$ cat src/rtl/systolic_sequencer_if.sv
// Host-side command, weight and pixel streams plus the array-side strobes
// of the systolic sequencer, bundled as one port.
interface systolic_sequencer_if #(
    parameter int DATA_W = 8
);
    logic              start;
    logic              abort;
    logic              busy;
    logic              done;
    logic              wgt_in_valid;
    logic [DATA_W-1:0] wgt_in_data;
    logic              wgt_in_ready;
    logic              wgt_load;
    logic [7:0]        wgt_idx;
    logic [DATA_W-1:0] wgt_data;
    logic              pix_in_valid;
    logic [DATA_W-1:0] pix_in_data;
    logic              pix_in_ready;
    logic              pix_out_valid;
    logic [DATA_W-1:0] pix_out_data;
    logic [7:0]        pix_row;
    logic [7:0]        pix_col;
    logic              window_valid;
    logic [31:0]       cycle_cnt;
    logic [31:0]       stall_cnt;

    // master: host/stream side; slave: the sequencer itself
    modport master (
        output start, abort, wgt_in_valid, wgt_in_data, pix_in_valid, pix_in_data,
        input  busy, done, wgt_in_ready, wgt_load, wgt_idx, wgt_data, pix_in_ready,
               pix_out_valid, pix_out_data, pix_row, pix_col, window_valid,
               cycle_cnt, stall_cnt
    );
    modport slave (
        input  start, abort, wgt_in_valid, wgt_in_data, pix_in_valid, pix_in_data,
        output busy, done, wgt_in_ready, wgt_load, wgt_idx, wgt_data, pix_in_ready,
               pix_out_valid, pix_out_data, pix_row, pix_col, window_valid,
               cycle_cnt, stall_cnt
    );
endinterface

$ cat src/rtl/systolic_sequencer.sv
// Job controller for the 2D systolic convolution array: weight load, raster pixel
// stream, pipeline drain, done pulse. SYSTOLIC_SEQ_PERF_CNT_EN adds cycle/stall counters.
module systolic_sequencer #(
    parameter int IMG_WIDTH   = 3,
    parameter int IMG_HEIGHT  = 6,
    parameter int KERNEL_SIZE = 2,
    parameter int PIPE_LAT    = 4,
    parameter int DATA_W      = 8
) (
    input logic clk,
    input logic rst,
    systolic_sequencer_if.slave bus
);
    localparam int NUM_W     = KERNEL_SIZE * KERNEL_SIZE;
    localparam int WIN_TOTAL = (IMG_WIDTH - KERNEL_SIZE + 1) * (IMG_HEIGHT - KERNEL_SIZE + 1);

    typedef enum logic [2:0] {S_IDLE, S_LOAD_W, S_STREAM, S_DRAIN, S_DONE} state_t;
    state_t state, state_nxt;

    logic [7:0]  w_cnt, row_cnt, col_cnt;
    logic [15:0] drain_cnt, win_cnt;
    logic        wgt_hs, pix_hs, last_w, last_pix, drain_end, win_hit, job_start;

    // abort masks ready so a coincident handshake is never consumed
    assign bus.wgt_in_ready = (state == S_LOAD_W) && !bus.abort;
    assign bus.pix_in_ready = (state == S_STREAM) && !bus.abort;
    assign bus.busy         = (state != S_IDLE);
    assign bus.done         = (state == S_DONE);

    assign wgt_hs    = bus.wgt_in_valid && bus.wgt_in_ready;
    assign pix_hs    = bus.pix_in_valid && bus.pix_in_ready;
    assign last_w    = (w_cnt == 8'(NUM_W - 1));
    assign last_pix  = (row_cnt == 8'(IMG_HEIGHT - 1)) && (col_cnt == 8'(IMG_WIDTH - 1));
    assign drain_end = (drain_cnt == 16'(PIPE_LAT));
    assign win_hit   = pix_hs && (row_cnt >= 8'(KERNEL_SIZE - 1)) && (col_cnt >= 8'(KERNEL_SIZE - 1));
    assign job_start = (state == S_IDLE) && bus.start && !bus.abort;

    always_ff @(posedge clk or posedge rst) begin
        if (rst) state <= S_IDLE;
        else     state <= state_nxt;
    end

    always_comb begin
        state_nxt = state;
        case (state)
            S_IDLE:   if (job_start)          state_nxt = S_LOAD_W;
            S_LOAD_W: if (wgt_hs && last_w)   state_nxt = S_STREAM;
            S_STREAM: if (pix_hs && last_pix) state_nxt = S_DRAIN;
            S_DRAIN:  if (drain_end)          state_nxt = S_DONE;
            S_DONE:                           state_nxt = S_IDLE;
            default:                          state_nxt = S_IDLE;
        endcase
        if (bus.abort) state_nxt = S_IDLE;
    end

    always_ff @(posedge clk or posedge rst) begin
        if (rst) begin
            w_cnt             <= '0;
            row_cnt           <= '0;
            col_cnt           <= '0;
            drain_cnt         <= '0;
            win_cnt           <= '0;
            bus.wgt_load      <= 1'b0;
            bus.wgt_idx       <= '0;
            bus.wgt_data      <= '0;
            bus.pix_out_valid <= 1'b0;
            bus.pix_out_data  <= '0;
            bus.pix_row       <= '0;
            bus.pix_col       <= '0;
            bus.window_valid  <= 1'b0;
        end else if (bus.abort || job_start) begin
            w_cnt             <= '0;
            row_cnt           <= '0;
            col_cnt           <= '0;
            drain_cnt         <= '0;
            win_cnt           <= '0;
            bus.wgt_load      <= 1'b0;
            bus.pix_out_valid <= 1'b0;
            bus.window_valid  <= 1'b0;
        end else begin
            bus.wgt_load      <= wgt_hs;
            bus.pix_out_valid <= pix_hs;
            bus.window_valid  <= win_hit;
            drain_cnt         <= (state == S_DRAIN) ? drain_cnt + 16'd1 : '0;
            if (wgt_hs) begin
                bus.wgt_idx  <= w_cnt;
                bus.wgt_data <= bus.wgt_in_data;
                w_cnt        <= w_cnt + 8'd1;
            end
            if (pix_hs) begin
                bus.pix_out_data <= bus.pix_in_data;
                bus.pix_row      <= row_cnt;
                bus.pix_col      <= col_cnt;
                if (col_cnt == 8'(IMG_WIDTH - 1)) begin
                    col_cnt <= '0;
                    row_cnt <= row_cnt + 8'd1;
                end else begin
                    col_cnt <= col_cnt + 8'd1;
                end
            end
            if (win_hit) win_cnt <= win_cnt + 16'd1;
        end
    end

    // every completed job must have produced exactly one strobe per window position
    assert property (@(posedge clk) disable iff (rst)
        (state == S_DONE) |-> (win_cnt == 16'(WIN_TOTAL)));

`ifdef SYSTOLIC_SEQ_PERF_CNT_EN
    logic [31:0] cycle_q, stall_q;

    always_ff @(posedge clk or posedge rst) begin
        if (rst) begin
            cycle_q <= '0;
            stall_q <= '0;
        end else if ((bus.abort && state != S_IDLE) || job_start) begin
            cycle_q <= '0;
            stall_q <= '0;
        end else if (state != S_IDLE) begin
            cycle_q <= cycle_q + 32'd1;
            if (state == S_STREAM && !bus.pix_in_valid) stall_q <= stall_q + 32'd1;
        end
    end

    assign bus.cycle_cnt = cycle_q;
    assign bus.stall_cnt = stall_q;
`else
    assign bus.cycle_cnt = '0;
    assign bus.stall_cnt = '0;
`endif
endmodule

$ cat src/flat_wrapper.sv
// flat-port wrapper written by rule: the top's interface ports become plain ports
module systolic_sequencer_flat 
#(
    parameter int IMG_WIDTH   = 3,
    parameter int IMG_HEIGHT  = 6,
    parameter int KERNEL_SIZE = 2,
    parameter int PIPE_LAT    = 4,
    parameter int DATA_W      = 8
)
  (clk, rst, bus_start, bus_abort, bus_wgt_in_valid, bus_wgt_in_data, bus_pix_in_valid, bus_pix_in_data, bus_busy, bus_done, bus_wgt_in_ready, bus_wgt_load, bus_wgt_idx, bus_wgt_data, bus_pix_in_ready, bus_pix_out_valid, bus_pix_out_data, bus_pix_row, bus_pix_col, bus_window_valid, bus_cycle_cnt, bus_stall_cnt);
  systolic_sequencer_if #(.DATA_W(DATA_W)) bus_i ();
  input logic clk;
  input logic rst;
  input wire logic [$bits(bus_i.start)-1:0] bus_start;
  input wire logic [$bits(bus_i.abort)-1:0] bus_abort;
  input wire logic [$bits(bus_i.wgt_in_valid)-1:0] bus_wgt_in_valid;
  input wire logic [$bits(bus_i.wgt_in_data)-1:0] bus_wgt_in_data;
  input wire logic [$bits(bus_i.pix_in_valid)-1:0] bus_pix_in_valid;
  input wire logic [$bits(bus_i.pix_in_data)-1:0] bus_pix_in_data;
  output wire logic [$bits(bus_i.busy)-1:0] bus_busy;
  output wire logic [$bits(bus_i.done)-1:0] bus_done;
  output wire logic [$bits(bus_i.wgt_in_ready)-1:0] bus_wgt_in_ready;
  output wire logic [$bits(bus_i.wgt_load)-1:0] bus_wgt_load;
  output wire logic [$bits(bus_i.wgt_idx)-1:0] bus_wgt_idx;
  output wire logic [$bits(bus_i.wgt_data)-1:0] bus_wgt_data;
  output wire logic [$bits(bus_i.pix_in_ready)-1:0] bus_pix_in_ready;
  output wire logic [$bits(bus_i.pix_out_valid)-1:0] bus_pix_out_valid;
  output wire logic [$bits(bus_i.pix_out_data)-1:0] bus_pix_out_data;
  output wire logic [$bits(bus_i.pix_row)-1:0] bus_pix_row;
  output wire logic [$bits(bus_i.pix_col)-1:0] bus_pix_col;
  output wire logic [$bits(bus_i.window_valid)-1:0] bus_window_valid;
  output wire logic [$bits(bus_i.cycle_cnt)-1:0] bus_cycle_cnt;
  output wire logic [$bits(bus_i.stall_cnt)-1:0] bus_stall_cnt;
  assign bus_i.start = bus_start;
  assign bus_i.abort = bus_abort;
  assign bus_i.wgt_in_valid = bus_wgt_in_valid;
  assign bus_i.wgt_in_data = bus_wgt_in_data;
  assign bus_i.pix_in_valid = bus_pix_in_valid;
  assign bus_i.pix_in_data = bus_pix_in_data;
  assign bus_busy = bus_i.busy;
  assign bus_done = bus_i.done;
  assign bus_wgt_in_ready = bus_i.wgt_in_ready;
  assign bus_wgt_load = bus_i.wgt_load;
  assign bus_wgt_idx = bus_i.wgt_idx;
  assign bus_wgt_data = bus_i.wgt_data;
  assign bus_pix_in_ready = bus_i.pix_in_ready;
  assign bus_pix_out_valid = bus_i.pix_out_valid;
  assign bus_pix_out_data = bus_i.pix_out_data;
  assign bus_pix_row = bus_i.pix_row;
  assign bus_pix_col = bus_i.pix_col;
  assign bus_window_valid = bus_i.window_valid;
  assign bus_cycle_cnt = bus_i.cycle_cnt;
  assign bus_stall_cnt = bus_i.stall_cnt;
  systolic_sequencer #(.IMG_WIDTH(IMG_WIDTH), .IMG_HEIGHT(IMG_HEIGHT), .KERNEL_SIZE(KERNEL_SIZE), .PIPE_LAT(PIPE_LAT), .DATA_W(DATA_W)) u_core (.clk(clk), .rst(rst), .bus(bus_i));
endmodule
$ cat config.mk
export PLATFORM = sky130hd
export DESIGN_NAME = systolic_sequencer_flat
export DESIGN_NICKNAME = d
export VERILOG_FILES = /design/src/rtl/systolic_sequencer_if.sv /design/src/rtl/systolic_sequencer.sv /design/src/flat_wrapper.sv
export SDC_FILE = /design/constraint.sdc
export NUM_CORES = 1
export LEC_CHECK = 0
export ABC_AREA = 1
export CAP_MARGIN = 25
export CORE_MARGIN = 2
export CORE_UTILIZATION = 48
export DETAILED_ROUTE_END_ITERATION = 8
export GPL_ROUTABILITY_DRIVEN = 0
export PLACE_DENSITY = 0.87
export SYNTH_ARGS = -nofsm -noshare
export SYNTH_HDL_FRONTEND = slang
export SYNTH_SLANG_ARGS = --single-unit
$ cat constraint.sdc
create_clock -name clk -period 3.5 [get_ports clk]
set_input_delay 1.05 -clock clk [delete_from_list [all_inputs] [get_ports clk]]
set_output_delay 1.05 -clock clk [all_outputs]
set_load 0.05 [all_outputs]
## Word level (Yosys, flattened, before mapping)

Cells that the tools add are included.

| storage, ports and cells | value |
|---|---|
| bits in registers | 86 |
| output and inout port bits | 111 |
| word-level logic and storage cells | 73 |
| bits of input ports | 22 |

| operators by class | value |
|---|---|
| muxes and demuxes | 19 |
| bitwise operators | 1 |
| add/sub/neg operators | 4 |
| reduce and logical (&&, ||, !) cells | 22 |
| equal/unequal tests | 12 |
| magnitude comparators | 2 |

Operators by type and width:

| kind | number |
|---|---|
| 8-bit 2-to-1 mux | 8 |
| 16-bit 2-to-1 mux | 2 |
| 8-bit by 1-bit adder with 8-bit output, second input constant | 3 |
| 16-bit by 1-bit adder with 16-bit output, second input constant | 1 |
| 16-bit by 3-bit == test with 1-bit output, second input constant | 1 |
| 8-bit by 2-bit == test with 1-bit output, second input constant | 2 |
| 8-bit by 1-bit >= comparator with 1-bit output, second input constant | 2 |
| 3-bit 2-to-1 mux | 5 |
| 3-bit one-hot mux with 4 select lines | 1 |
| 1-bit logical AND | 11 |
| 8-bit by 3-bit == test with 1-bit output, second input constant | 1 |
| 3-bit by 2-bit == test with 1-bit output, second input constant | 2 |
| 3-bit by 2-bit != test with 1-bit output, second input constant | 2 |
| 3-bit != test, second input constant | 2 |
| 2-bit AND reduction | 3 |
| 2-bit nonzero test | 3 |
| 4-bit AND reduction | 1 |
| 3-bit by 1-bit == test with 1-bit output, second input constant | 1 |
| 3-bit == test, second input constant | 1 |
| 3-bit logical NOT | 1 |
| 1-bit 2-to-1 mux | 3 |
| 3-bit nonzero test | 1 |
| 1-bit logical NOT | 1 |
| 1-bit logical OR | 1 |
| 1-bit inverter | 1 |

## Logic depth before layout (Yosys ltp)

Gate-level depths: netlist (run 1).

| depth | value |
|---|---|
| word-level depth | 7 |
| gate-level depth with buffers | 9 |
| depth with buffers taken out | 9 |

## Worst setup path after synthesis (run 1)

Ideal clock, no wire load.

| timing path | value |
|---|---|
| kind | input-to-output |
| start point | in bus_abort |
| end point | out bus_pix_in_ready |
| setup slack | 835 ps |
| data arrival time | 1615 ps |
| path buffers | 0 |
| data required time | 2450 ps |
| stages | 3 |
| cells stage by stage | nor2_4 -> nand3_4 -> inv_1 |

| between the ends | value |
|---|---|
| word-level cells in the longest chain between the ends | 2 |

Ends and longest elaborated chain:

| element | line | source |
|---|---|---|
| from (decl) | flat_wrapper.sv:15 | `input wire logic [$bits(bus_i.abort)-1:0] bus_abort;` |
| 1-bit logical NOT | systolic_sequencer.sv:26 | `assign bus.pix_in_ready = (state == S_STREAM) && !bus.abort;` |
| 1-bit logical AND | systolic_sequencer.sv:26 |  |
| to (decl) | flat_wrapper.sv:26 | `output wire logic [$bits(bus_i.pix_in_ready)-1:0] bus_pix_in_ready;` |

Every way passes these cells.

## Final worst setup path (run 1)

| timing path | value |
|---|---|
| start point | in bus_abort |
| end point | out bus_wgt_in_ready |

| between the ends | value |
|---|---|
| word-level cells in the longest chain between the ends | 2 |

Ends and longest elaborated chain:

| element | line | source |
|---|---|---|
| 1-bit logical NOT | systolic_sequencer.sv:25 | `assign bus.wgt_in_ready = (state == S_LOAD_W) && !bus.abort;` |
| 1-bit logical AND | systolic_sequencer.sv:25 |  |
| to (decl) | flat_wrapper.sv:22 | `output wire logic [$bits(bus_i.wgt_in_ready)-1:0] bus_wgt_in_ready;` |

Every way passes these cells.

==> run_results.csv, run 1 <==
group,metric,value,unit
run_status,outcome,"complete, no violations",
finish,antenna_cells,0,
critical_path,critPathLaunchType,"primary input",
clock_tree,clockBufferDepth,2,
min_path,hold_path_class,"reg -> reg",
routing,first_pass_iters,5,
floorplan,initial_core_util,0.486,
critical_path,timing.rr.start,"u_core.state[2]$_DFFE_PP0P_",
power_and_ir_drop,power,3120,uW
logic_synthesis,synth_top_area_share,0.460,
sta,min_period,3.14,ns
finish,synthToLayoutAreaGrowth,16.2,%
sta,maxSlewViolCount,0,
min_path,min_from,"u_core.bus.pix_out_data[5]$_DFFE_PP0P_",
routing,finalWirelength,9190,microns
logic_synthesis,ys_seq_elements,86,
power_and_ir_drop,ir_drop,242,uV
min_path,hold_end,"u_core.bus.pix_out_data[5]$_DFFE_PP0P_",
clock_tree,insertion_delay,0.35,ns
global_route,antenna_found_initial,0,
sta,rsz0062_at_grt,"false",
clock_tree,cts_tree,"yes",
placement,dp_cells,770,
routing,via_count,3704,
job,maxCapViolations,0,
critical_path,crit_chain,"clkdlybuf4s50_1 > nor2_4 > nand3_2 > inv_2 > buf_12",
sta,worstMarginPinSlew,0.649,ns
critical_path,timing.rr.end,"u_core.w_cnt[4]$_DFFE_PP0P_",
clock_tree,cts.sinks,86,
logic_synthesis,synth_flop_cell,"dfrtp_1",
power_and_ir_drop,p_leak,0.00261,uW
routing,wl_per_cell,11.7,microns
routing,viasPerCell,4.71,
global_route,grt_max_degree,51,
finish,stdcell_count,786,
clock_tree,cts_root_buf,"clkbuf_8",
logic_synthesis,yosysTopAreaCell,"dfrtp_1",
logic_synthesis,synth-edff-count,0,
finish,nets,680,
logic_synthesis,ys_types,36,
logic_synthesis,yosys_warnings,0,
critical_path,rrSetupSlack,1.67,ns
floorplan,io_pins,133,
logic_synthesis,synth-async-reset-ratio,1.00,
clock_tree,cts-resized-gates,0,
routing,ant_nets,0,
critical_path,critPathCaptureType,"primary output",
floorplan,core,9640,sq um
floorplan,fp.dieW,103,microns
min_path,hold_depth,2,
sta,final-setup-viol-count,0,
finish,multi_input_area,1960,sq um
routing,first_iter_violations,174,
logic_synthesis,synth.yosys.seq_area_share,0.460,
clock_tree,clkTransAtPathRegs,0.09,ns
clock_tree,htree_levels,3,
sta,fmax,318,MHz
sta,tns,0,ns
floorplan,rows,36,
placement,hpwl,6690,microns
clock_tree,cts_buffers,9,
sta,skew,0.0114,ns
logic_synthesis,syn_inst,580,
finish,drive_gt1_frac,0.0628,
clock_tree,cts_hold_buf,0,
logic_synthesis,synth_area_leaders,"dfrtp_1 46%, nand2_1 13%, buf_4 10%",
routing,drcViolationCount,0,
critical_path,path_class,"in -> out",
critical_path,crit_required,2.45,ns
critical_path,max_stage_delay,0.47,ns
global_route,grt_usage,0.181,
critical_path,reg2reg_depth,6,
power_and_ir_drop,power_density,573,nW/um^2
sta,relSlewSlack,0.567,
finish,final_cell_mix,"157 x nand2_1, 86 x dfrtp_1, 66 x clkdlybuf4s50_1",
critical_path,path_max_fanout,3,
critical_path,startpoint,"bus_abort",
critical_path,critical_path_arrival,2.09,ns
finish,n_fill_cell,865,
finish,area.sequential,2150,sq um
logic_synthesis,syn_area,4680,sq um
global_route,grt_pass1_vias,3524,
sta,period_share,0.897,
finish,layout_commonest_cell,"nand2_1",
clock_tree,post_cts_buffers,0,
sta,hold_viol,0,
floorplan,dieArea,10600,sq um
global_route,grt_pass1_wl,15300,microns
placement,numPortBuffers,68,
logic_synthesis,syn_area_per_cell,8.07,sq um
floorplan,die_y,103,microns
critical_path,cpMaxStageDelayCell,"clkdlybuf4s50_1",
global_route,grt_overflow,0,
[logic make-up (layout without fill, tap and decap cells)]
logic type,after synthesis,in the layout,synth area share
DFF,86,86,0.460
adders and majority gates,10,10,0.0267
buffers and inverters,139,149,0.172
xor gates and xnor gates,5,5,0.00935
other,1,64,0.000801
and+or+nand+nor,273,273,0.256
AOI/OAI and AO/OA,66,66,0.0754
[synthesized netlist by cell type, drive strengths merged, types with 4 or more instances]
cell,n
nand3,31
nor3,12
dfrtp,86
nor2,59
inv,64
ha,10
nand2,162
buf,75
xor2,5
a21oi,15
nand4,4
o21ai,45
[final cells by class]
type	instances	area share
flip-flops and latches	86	0.395
multi-input cells	418	0.360
repair buffers	69	0.132
inverters	64	0.0448
well taps	133	0.0306
clock buffers	10	0.0234
clock inverters	6	0.0131
[report_power, final]
part | leakage (uW) | switching [uW] | internal [uW]
clock | 0.0000931 | 367 | 335
combinational | 0.00134 | 877 | 335
sequential | 0.00117 | 89.9 | 1120
total | 0.00261 | 1330 | 1790
[flip-flops by register name (all words and copies together), names as in the netlist, 3 cells and up]
signal	count
u_core.bus.pix_col	8
u_core.bus.pix_out_data	8
u_core.bus.pix_row	8
u_core.bus.wgt_data	8
u_core.bus.wgt_idx	8
u_core.col_cnt	8
u_core.drain_cnt	16
u_core.row_cnt	8
u_core.state	3
u_core.w_cnt	8
[per-stage QoR]
stage | setup slack, ns | cell area [sq um] | hold slack (ns) | utilization
2_1_floorplan | 0.228 | 4920 | 0.455 | -
3_3_place_gp | 0.395 | 5240 | 0.454 | 0.544
3_5_place_dp | 0.361 | 5240 | 0.458 | 0.544
4_1_cts | 0.364 | 5440 | 0.480 | 0.565
5_1_grt | 0.320 | 5440 | 0.501 | 0.565
6_report | 0.360 | 5440 | 0.478 | 0.565
[routing by layer]
layer | up-vias | wire (microns) | part of all wire | track usage
met5 | - | 0 | 0 | 0
met4 | 0 | 141 | 0.015 | 0.0617
met3 | 14 | 484 | 0.053 | 0.0441
met2 | 116 | 4710 | 0.51 | 0.316
met1 | 1741 | 3860 | 0.42 | 0.221
li1 | 1833 | - | - | -
[how the worst max path moves through the flow]
stage | end
finish | bus_wgt_in_ready
global placement | bus_wgt_in_ready
CTS | bus_wgt_in_ready
floorplan | u_core.bus.pix_col[0]$_DFFE_PP0P_
detailed placement | bus_wgt_in_ready
global route | bus_pix_in_ready
[critical path, delay by kind of cell]
kind                   cells  cell delay (ns)
AND/OR/NAND/NOR            2             0.29
buffers and inverters      3             0.75
(Power assumes the default switching activity.)
==> inputs of run 2 (changes only) <==
Settings changed: SKIP_LAST_GASP from default to 1.
==> results of run 2 <==
Same layout as run 1: the final DEF is identical, and so are final timing and power.
